`src/rtl/cache_pkg.sv`:
```
`default_nettype none
// ============================================================================
// cache_pkg : shared state/op types and sizing helper for cache_we_seq
// Revision  : 1.0
// ============================================================================
package cache_pkg;

  typedef enum logic [2:0] {
    IDLE  = 3'd0,
    WAIT  = 3'd1,
    FILL  = 3'd2,
    MERGE = 3'd3,
    DONE  = 3'd4
  } cws_state_t;

  typedef enum logic {
    OP_RD = 1'b0,
    OP_WR = 1'b1
  } cws_op_t;

  // Index width for a count of n items, never narrower than one bit.
  function automatic int calc_wb(input int n);
    return (n > 1) ? $clog2(n) : 1;
  endfunction

endpackage
`default_nettype wire

```
`src/rtl/component_counter.sv`:
```
`default_nettype none
// ============================================================================
// component_counter : up-counter, async active-low clear, sync load + enable
// Revision          : 1.0
// ============================================================================
module component_counter #(
  parameter int WIDTH = 1
) (
  input  logic             clk,
  input  logic             rst_n,
  input  logic             load,
  input  logic [WIDTH-1:0] load_val,
  input  logic             en,
  output logic [WIDTH-1:0] count
);

  logic [WIDTH-1:0] count_q;
  logic [WIDTH-1:0] count_d;

  // Load has priority so a counter can be parked at its start value.
  always_comb begin
    count_d = count_q;
    if (load)    count_d = load_val;
    else if (en) count_d = count_q + WIDTH'(1);
  end

  always_ff @(posedge clk or negedge rst_n) begin
    if (!rst_n) count_q <= '0;
    else        count_q <= count_d;
  end

  assign count = count_q;

endmodule
`default_nettype wire

```
`src/rtl/component_register.sv`:
```
`default_nettype none
// ============================================================================
// component_register : enabled register with async active-low clear
// Revision           : 1.0
// ============================================================================
module component_register #(
  parameter int              WIDTH     = 1,
  parameter logic [WIDTH-1:0] RESET_VAL = '0
) (
  input  logic             clk,
  input  logic             rst_n,
  input  logic             en,
  input  logic [WIDTH-1:0] d,
  output logic [WIDTH-1:0] q
);

  logic [WIDTH-1:0] data_q;
  logic [WIDTH-1:0] data_d;

  always_comb data_d = en ? d : data_q;

  always_ff @(posedge clk or negedge rst_n) begin
    if (!rst_n) data_q <= RESET_VAL;
    else        data_q <= data_d;
  end

  assign q = data_q;

endmodule
`default_nettype wire

```
`src/rtl/cache_we_seq.sv`:
```
`default_nettype none
// ============================================================================
// cache_we_seq : per-way write-enable sequencer for write hits, line fills
//                and write-allocate merges of an N-way set-associative cache
// Revision     : 1.0
// ============================================================================
module cache_we_seq
  import cache_pkg::*;
#(
  parameter int WAYS           = 2,
  parameter int WORDS_PER_LINE = 4,
  parameter int MEM_LATENCY    = 2,
  parameter int WRITE_ALLOC    = 1,
  localparam int WB            = calc_wb(WORDS_PER_LINE)
) (
  input  logic            clk,
  input  logic            rst,
  input  logic            re,
  input  logic            we,
  input  logic            hit,
  input  logic [WAYS-1:0] hit_way,
  input  logic [WAYS-1:0] victim_way,
  input  logic [WB-1:0]   word_off,
  output logic [WAYS-1:0] cache_we,
  output logic [WB-1:0]   word_sel,
  output logic            fill_src,
  output logic            mem_re,
  output logic            busy,
  output logic            done
);

  localparam int              WW        = calc_wb(MEM_LATENCY);
  localparam logic [WW-1:0]   WAIT_LAST = WW'((MEM_LATENCY > 0) ? MEM_LATENCY - 1 : 0);
  localparam logic [WB-1:0]   FILL_LAST = WB'(WORDS_PER_LINE - 1);

  cws_state_t        state_q, state_d;
  logic              done_q, done_d;
  logic              arm_q, arm_d;
  logic [WAYS+WB:0]  lat_q;
  logic [WAYS-1:0]   victim_q;
  logic [WB-1:0]     off_q;
  cws_op_t           op_q;
  logic [WW-1:0]     wait_cnt;
  logic [WB-1:0]     fill_cnt;
  logic              accept;

  // rst is folded in so the combinational write-hit path is silent during reset.
  assign accept = (state_q == IDLE) && arm_q && (re || we) && rst;
  assign arm_d  = accept ? 1'b0 : (!(re || we) ? 1'b1 : arm_q);

  component_register #(.WIDTH(1), .RESET_VAL(1'b1)) u_arm (
    .clk(clk), .rst_n(rst), .en(1'b1), .d(arm_d), .q(arm_q)
  );

  component_register #(.WIDTH(WAYS + WB + 1)) u_latch (
    .clk(clk), .rst_n(rst), .en(accept), .d({victim_way, word_off, we}), .q(lat_q)
  );

  assign victim_q = lat_q[WAYS+WB:WB+1];
  assign off_q    = lat_q[WB:1];
  assign op_q     = cws_op_t'(lat_q[0]);

  component_counter #(.WIDTH(WW)) u_wait_cnt (
    .clk(clk), .rst_n(rst), .load(state_q != WAIT), .load_val('0),
    .en(state_q == WAIT), .count(wait_cnt)
  );

  component_counter #(.WIDTH(WB)) u_fill_cnt (
    .clk(clk), .rst_n(rst), .load(state_q != FILL), .load_val('0),
    .en(state_q == FILL), .count(fill_cnt)
  );

  always_ff @(posedge clk or negedge rst) begin
    if (!rst) begin
      state_q <= IDLE;
      done_q  <= 1'b0;
    end else begin
      state_q <= state_d;
      done_q  <= done_d;
    end
  end

  always_comb begin
    state_d  = state_q;
    done_d   = 1'b0;
    cache_we = '0;
    word_sel = '0;
    fill_src = 1'b0;
    mem_re   = 1'b0;
    case (state_q)
      IDLE: begin
        if (accept) begin
          // Hits and non-allocating write misses finish without leaving IDLE.
          if (hit || (we && WRITE_ALLOC == 0)) done_d = 1'b1;
          else state_d = (MEM_LATENCY == 0) ? FILL : WAIT;
          if (we && hit) begin
            cache_we = hit_way;
            word_sel = word_off;
          end
        end
      end
      WAIT: begin
        mem_re = (wait_cnt == '0);
        if (wait_cnt == WAIT_LAST) state_d = FILL;
      end
      FILL: begin
        cache_we = victim_q;
        fill_src = 1'b1;
        word_sel = fill_cnt;
        mem_re   = (MEM_LATENCY == 0) && (fill_cnt == '0);
        if (fill_cnt == FILL_LAST) state_d = (op_q == OP_WR) ? MERGE : DONE;
      end
      MERGE: begin
        cache_we = victim_q;
        word_sel = off_q;
        state_d  = DONE;
      end
      DONE:    state_d = IDLE;
      default: state_d = IDLE;
    endcase
  end

  assign busy = (state_q != IDLE);
  assign done = done_q || (state_q == DONE);

endmodule
`default_nettype wire
```
`config.mk`:
```
export PLATFORM = sky130hd
export DESIGN_NAME = cache_we_seq
export DESIGN_NICKNAME = d
export VERILOG_FILES = /design/src/rtl/cache_pkg.sv /design/src/rtl/component_counter.sv /design/src/rtl/component_register.sv /design/src/rtl/cache_we_seq.sv
export SDC_FILE = /design/constraint.sdc
export NUM_CORES = 1
export LEC_CHECK = 0
export CAP_MARGIN = 20
export CORE_MARGIN = 5
export CORE_UTILIZATION = 40
export DETAILED_ROUTE_END_ITERATION = 7
export GPL_ROUTABILITY_DRIVEN = 0
export PLACE_DENSITY_LB_ADDON = 0.1
export SLEW_MARGIN = 20
export SYNTH_ARGS = -nofsm -noshare
export SYNTH_HDL_FRONTEND = slang
export SYNTH_SLANG_ARGS = --single-unit
export TNS_END_PERCENT = 30
```
`constraint.sdc`:
```
create_clock -name clk -period 4 [get_ports clk]
set_input_delay 1 -clock clk [delete_from_list [all_inputs] [get_ports clk]]
set_output_delay 1 -clock clk [all_outputs]
set_load 0.02 [all_outputs]
```
Word level (Yosys, flattened, before mapping)
Cells that the tools add are included.
- output and inout port bits: 8
- input bits: 11
- logic and storage cells: 56
- flip-flop bits (word level): 13
- eq/ne operators: 12
- mux-type cells: 23
- bitwise gates (word level): 1
- add/subtract/negate cells: 2
- reductions and logical operators: 12
- operators with widths (kind ; count):
    3-bit 2-to-1 mux ; 5
    2-bit 2-to-1 mux ; 6
    3-bit one-hot mux with 4 select lines ; 1
    2-bit != test (second input constant) ; 5
    1-bit 2-to-1 mux ; 9
    3-bit by 2-bit == test with 1-bit output (second input constant) ; 2
    2-bit one-hot mux with 3 select lines ; 1
    1-bit logical AND ; 4
    2-bit one-hot mux with 2 select lines ; 1
    4-bit AND reduction ; 1
    2-bit nonzero test ; 2
    3-bit by 1-bit == test with 1-bit output (second input constant) ; 1
    3-bit == test (second input constant) ; 1
    3-bit logical NOT ; 1
    3-bit by 1-bit != test with 1-bit output (second input constant) ; 1
    3-bit by 2-bit != test with 1-bit output (second input constant) ; 1
    3-bit nonzero test ; 1
    2-bit by 1-bit adder with 2-bit output (second input constant) ; 1
    2-bit == test (second input constant) ; 1
    1-bit logical OR ; 2
    2-bit OR reduction ; 1
    1-bit adder (second input constant) ; 1
    1-bit inverter ; 1

Longest topological paths before layout
- depth after elaboration: 6
- depth in mapped cells: 4
- mapped depth without buffers: 4

By module
From an unflattened synthesis, not the netlist that was laid out.
- cells, all modules: 68
- area total of the unflattened synthesis: 734.5 um^2
- by module, submodules not included (module ; instances ; seq. area each (um^2) ; cells an instance ; area each (um^2)):
    cache_we_seq ; 1 ; 100.1 ; 43 ; 369.1
    component_register (u_latch) ; 1 ; 125.1 ; 10 ; 181.4
    component_counter (u_fill_cnt) ; 1 ; 50.0 ; 9 ; 100.1
    component_counter (u_wait_cnt) ; 1 ; 25.0 ; 4 ; 42.5
    component_register (u_arm) ; 1 ; 26.3 ; 2 ; 41.3

Least setup slack after synthesis
OpenSTA, ideal clock, no wires.
- path kind: input -> output
- start: input port rst
- end: output port word_sel[0]
- data required time: 3000 ps
- path buffers: 0
- arrival time: 1613 ps
- setup slack: 1387 ps
- stages: 2
- path through: nand4b_1 o22ai_1
- word-level cells in the longest chain between the ends: 3
- ends and longest elaborated chain (item ; RTL line ; source):
    from (decl) ; cache_we_seq.sv:17 ; input logic rst,
    1-bit logical AND ; cache_we_seq.sv:48 ; assign accept = (state_q == IDLE) && arm_q && (re || we) && rst;
    2-bit 2-to-1 mux ; cache_we_seq.sv:92 ; if (accept) begin
    2-bit one-hot mux with 3 select lines ; cache_we_seq.sv:90 ; case (state_q)
    to (decl) ; cache_we_seq.sv:25 ; output logic [WB-1:0] word_sel,
Every way passes these cells.

Worst setup path after layout
- start: input port rst
- end: output port word_sel[1]
Same word-level chain as after synthesis.

==> implementation parameters <==
Parameter                              Value

Status
  Run status    completed

Detailed routing
  Post-DRT Antenna Nets    0
  Via-per-instance ratio    approximately 5.4
  Initial DRC Count    11
  Residual DRC    0
  Routed via count    roughly 540
  Final Routed Wirelength    ~1.4 mm
  Number of optimization iterations in the first detailed-route pass    4
  Wire length per cell after detailed routing    between 10 and 15 um

Timing
  Normalized max-slew margin    about three quarters
  Worst Clk Skew    0.547 ps
  Least-Margin Pin Slew    about 380 ps
  Crit path setup slack, layout    about 330 ps
  Tightest hold margin    approximately 480 ps
  Count of endpoints failing setup in the final report    0
  Final period util    roughly nine tenths
  Fin crit period    3670 ps
  TNS Setup    0 ps
  Final max-slew violation count    0
  Highest achievable clock rate    between 200 and 300 MHz
  Final Hold Violating Endpoints    0
  Setup repair after global routing missed its margin    false

Setup path
  Start-to-end type of the worst setup path    in2out
  Data required time of the critical path    ~3000 ps
  Capture instance of the worst register-to-register path    u_latch.q[3]
  Nature of the critical path startpoint    input pin
  Crit-path cells    clkdlybuf4s50_1 -> nand4b_1 -> o22ai_1 -> clkdlybuf4s50_1
  RR Startpoint    state_q[0]
  CP max-delay cell    sky130_fd_sc_hd__clkdlybuf4s50_1
  R2R Setup Slk    between 2000 and 2500 ps
  Depth of the most critical reg-to-reg path    3
  Data arrival time at the worst-slack endpoint    about 2700 ps
  CP dominant cell by count    sky130_fd_sc_hd__clkdlybuf4s50_1
  Largest fanout on the critical path    6
  Kind of end point of the critical path    output port
  Worst path max stage delay    around 630 ps

Finish
  Number of nets at the end of the flow    96
  Area of the multi-input gates    between 300 and 400 um^2
  Layout cell share with drive strength beyond 1    14.5%
  Synthesis-to-layout area growth    35.1%
  Filler cell count    between 100 and 150
  Total inserted antenna cells    0
  Final Util    between 50 and 60%
  Register area    about 330 um^2

Min path
  Class of the worst hold path    reg2reg
  Origin of the worst min-delay path    u_wait_cnt.count
  Number of stages on the worst hold path    1
  WHS Endpoint    u_wait_cnt.count

GRT
  Number of global-route vias before repair    roughly 550
  Pin count of the biggest net entering global routing    16
  Antenna violations before repair    0
  Overflow left after global routing    0
  Wire length of the first global-routing pass    roughly 2.5 mm
  Global router's overall resource usage    12.8%

Power and ir drop
  Worst ir drop on vdd    ~0.00026 V
  Pwr dens    between 600 and 700 nW/um^2
  P_int    around 0.36 mW
  Switching power share of the total    37.4%
  Static leakage power    0.374 nW
  Tot Pwr    around 0.58 mW
  Part of the power in registers    between 40% and 50%
  Clock share of power    roughly 14%
  Comb power frac    44.9%
  P_sw    0.216 mW

Yosys
  Number of nets in the synthesized netlist    73
  Count of unique library cells instantiated by Yosys    26
  Dominant cell by count in the synthesized netlist    sky130_fd_sc_hd__dfrtp_1
  Gate count of the mapped netlist    61
  Area contributors post-synth    sky130_fd_sc_hd__dfrtp_1 46%, sky130_fd_sc_hd__mux2_2 6.9%, sky130_fd_sc_hd__dfstp_2 4.0%
  Async set or reset register ratio after synthesis    100%
  Syn avg cell area    around 11 um^2
  Post-synth top cells    12 x sky130_fd_sc_hd__dfrtp_1, 5 x sky130_fd_sc_hd__inv_1, 5 x sky130_fd_sc_hd__nand3_1, 5 x sky130_fd_sc_hd__nor2_1
  Share of the synthesized area in the top cell type    between 40% and 50%
  Cell Area, Synth    between 600 and 700 um^2
  Number of synthesized register bits    13
  Register area share after synthesis    roughly half
  Synthesis Warnings    0
  EDFF count, synth    0
  Ys flop type    sky130_fd_sc_hd__dfrtp_1
  Cell taking the most area after synthesis    sky130_fd_sc_hd__dfrtp_1

Flow run
  Max-cap violations    0

Placed design
  Post-detailed-placement half-perimeter wirelength    1.04 mm
  Buffers on Ports    18
  Worst slack at placement    about 350 ps

Clocking
  H-Tree Depth    1
  Clock sink total    13
  Worst-skew pair later-pin latency    between 200 and 300 ps
  Clock tree root driver cell    sky130_fd_sc_hd__clkbuf_4
  Buffers from clock root to sink, at most    2
  # Post-CTS Setup Buffers    0
  Gates resized, CTS repair    0
  Clock Pin Slew Worst Setup and Hold Paths    approximately 80 ps
  # hold bufs at CTS    0
  Clock buffers created by TritonCTS    3
  TritonCTS clock tree    yes

Floorplan
  Starting density of the core    between 40 and 50%
  Ports    19
  Die Area    between 2000 and 3000 um^2
  Core region area    approximately 1500 um^2
  Die outline height    between 50 and 60 um
  Std cell rows    14
  Die X    a little over 50 um
placed cells by master, fill, tap and decap left out, types with 2 or more instances in the layout:
cell type and count:
sky130_fd_sc_hd__a21oi_1 2, sky130_fd_sc_hd__o22ai_1 4, sky130_fd_sc_hd__nand3_1 5, sky130_fd_sc_hd__clkbuf_4 3, sky130_fd_sc_hd__o21ai_0 4, sky130_fd_sc_hd__clkdlybuf4s50_1 18
sky130_fd_sc_hd__and2_1 2, sky130_fd_sc_hd__nor2_1 5, sky130_fd_sc_hd__dfrtp_1 12, sky130_fd_sc_hd__mux2i_1 2, sky130_fd_sc_hd__inv_1 5, sky130_fd_sc_hd__mux2_2 4
kinds of logic after synthesis:
group | synth area share (%)
adder cells (fa/ha/maj) | 1.92
AO/OA/AOI/OAI | 14.2
buffers and inverters | 3.64
multiplexers | 9.96
AND/OR/NAND/NOR | 20.3
flip-flops | 50.0
metal layers:
| layer | vias to the layer above | wire [um] | global-route usage [%] |
|---|---|---|---|
| met1 | 259 | 640 | 16.9 |
| met5 | - | 0 | 0 |
| met2 | 12 | 682 | 19.7 |
| li1 | 264 | - | - |
| met3 | 2 | 77 | 2.96 |
| met4 | 0 | 13 | 6.38 |
worst max-delay path: cells and delay by family:
kind	cells	cell delay [ps]
AO/OA/AOI/OAI	1	260
buffers and inverters	2	1110
AND/OR/NAND/NOR	1	300
per-stage QoR:
step / instance area (um^2) / instances
finish: 882 / 99
floorplan: 653 / 61
CTS: 882 / 99
global placement: 856 / 95
detailed placement: 856 / 95
global route: 882 / 99
worst max path at each step:
stage	startpoint	cells past startpoint	end	slack [ps]
2_1_floorplan	rst	2	word_sel[0]	1390
3_3_place_gp	rst	4	word_sel[1]	360
3_5_place_dp	rst	4	word_sel[1]	350
4_1_cts	rst	4	word_sel[1]	320
5_1_grt	rst	4	word_sel[1]	210
6_report	rst	4	word_sel[1]	330
power by group through the flow:
stage / sequential, mW / combinational (mW) / clock [mW]
2_1_floorplan: 0.216 / 0.187 / 0
3_3_place_gp: 0.240 / 0.260 / 0
3_5_place_dp: 0.241 / 0.260 / 0
4_1_cts: 0.238 / 0.262 / 0.0846
5_1_grt: 0.249 / 0.283 / 0.0902
6_report: 0.237 / 0.259 / 0.0808
final cells by class:
| type | instances | share of cell area, % |
|---|---|---|
| clock buffers | 4 | 2.98 |
| multi-input cells | 42 | 34.3 |
| repair buffers | 19 | 21.3 |
| flip-flops and latches | 13 | 37.0 |
| well taps | 16 | 2.27 |
| inverters | 5 | 2.13 |
state kept, by name, summed over array words and instances (netlist names):
register and flops:
u_latch.q 5, state_q 3, u_fill_cnt.count 2, done_q 1, u_arm.q 1, u_wait_cnt.count 1
Note: power is estimated with default switching activity, not from simulation.
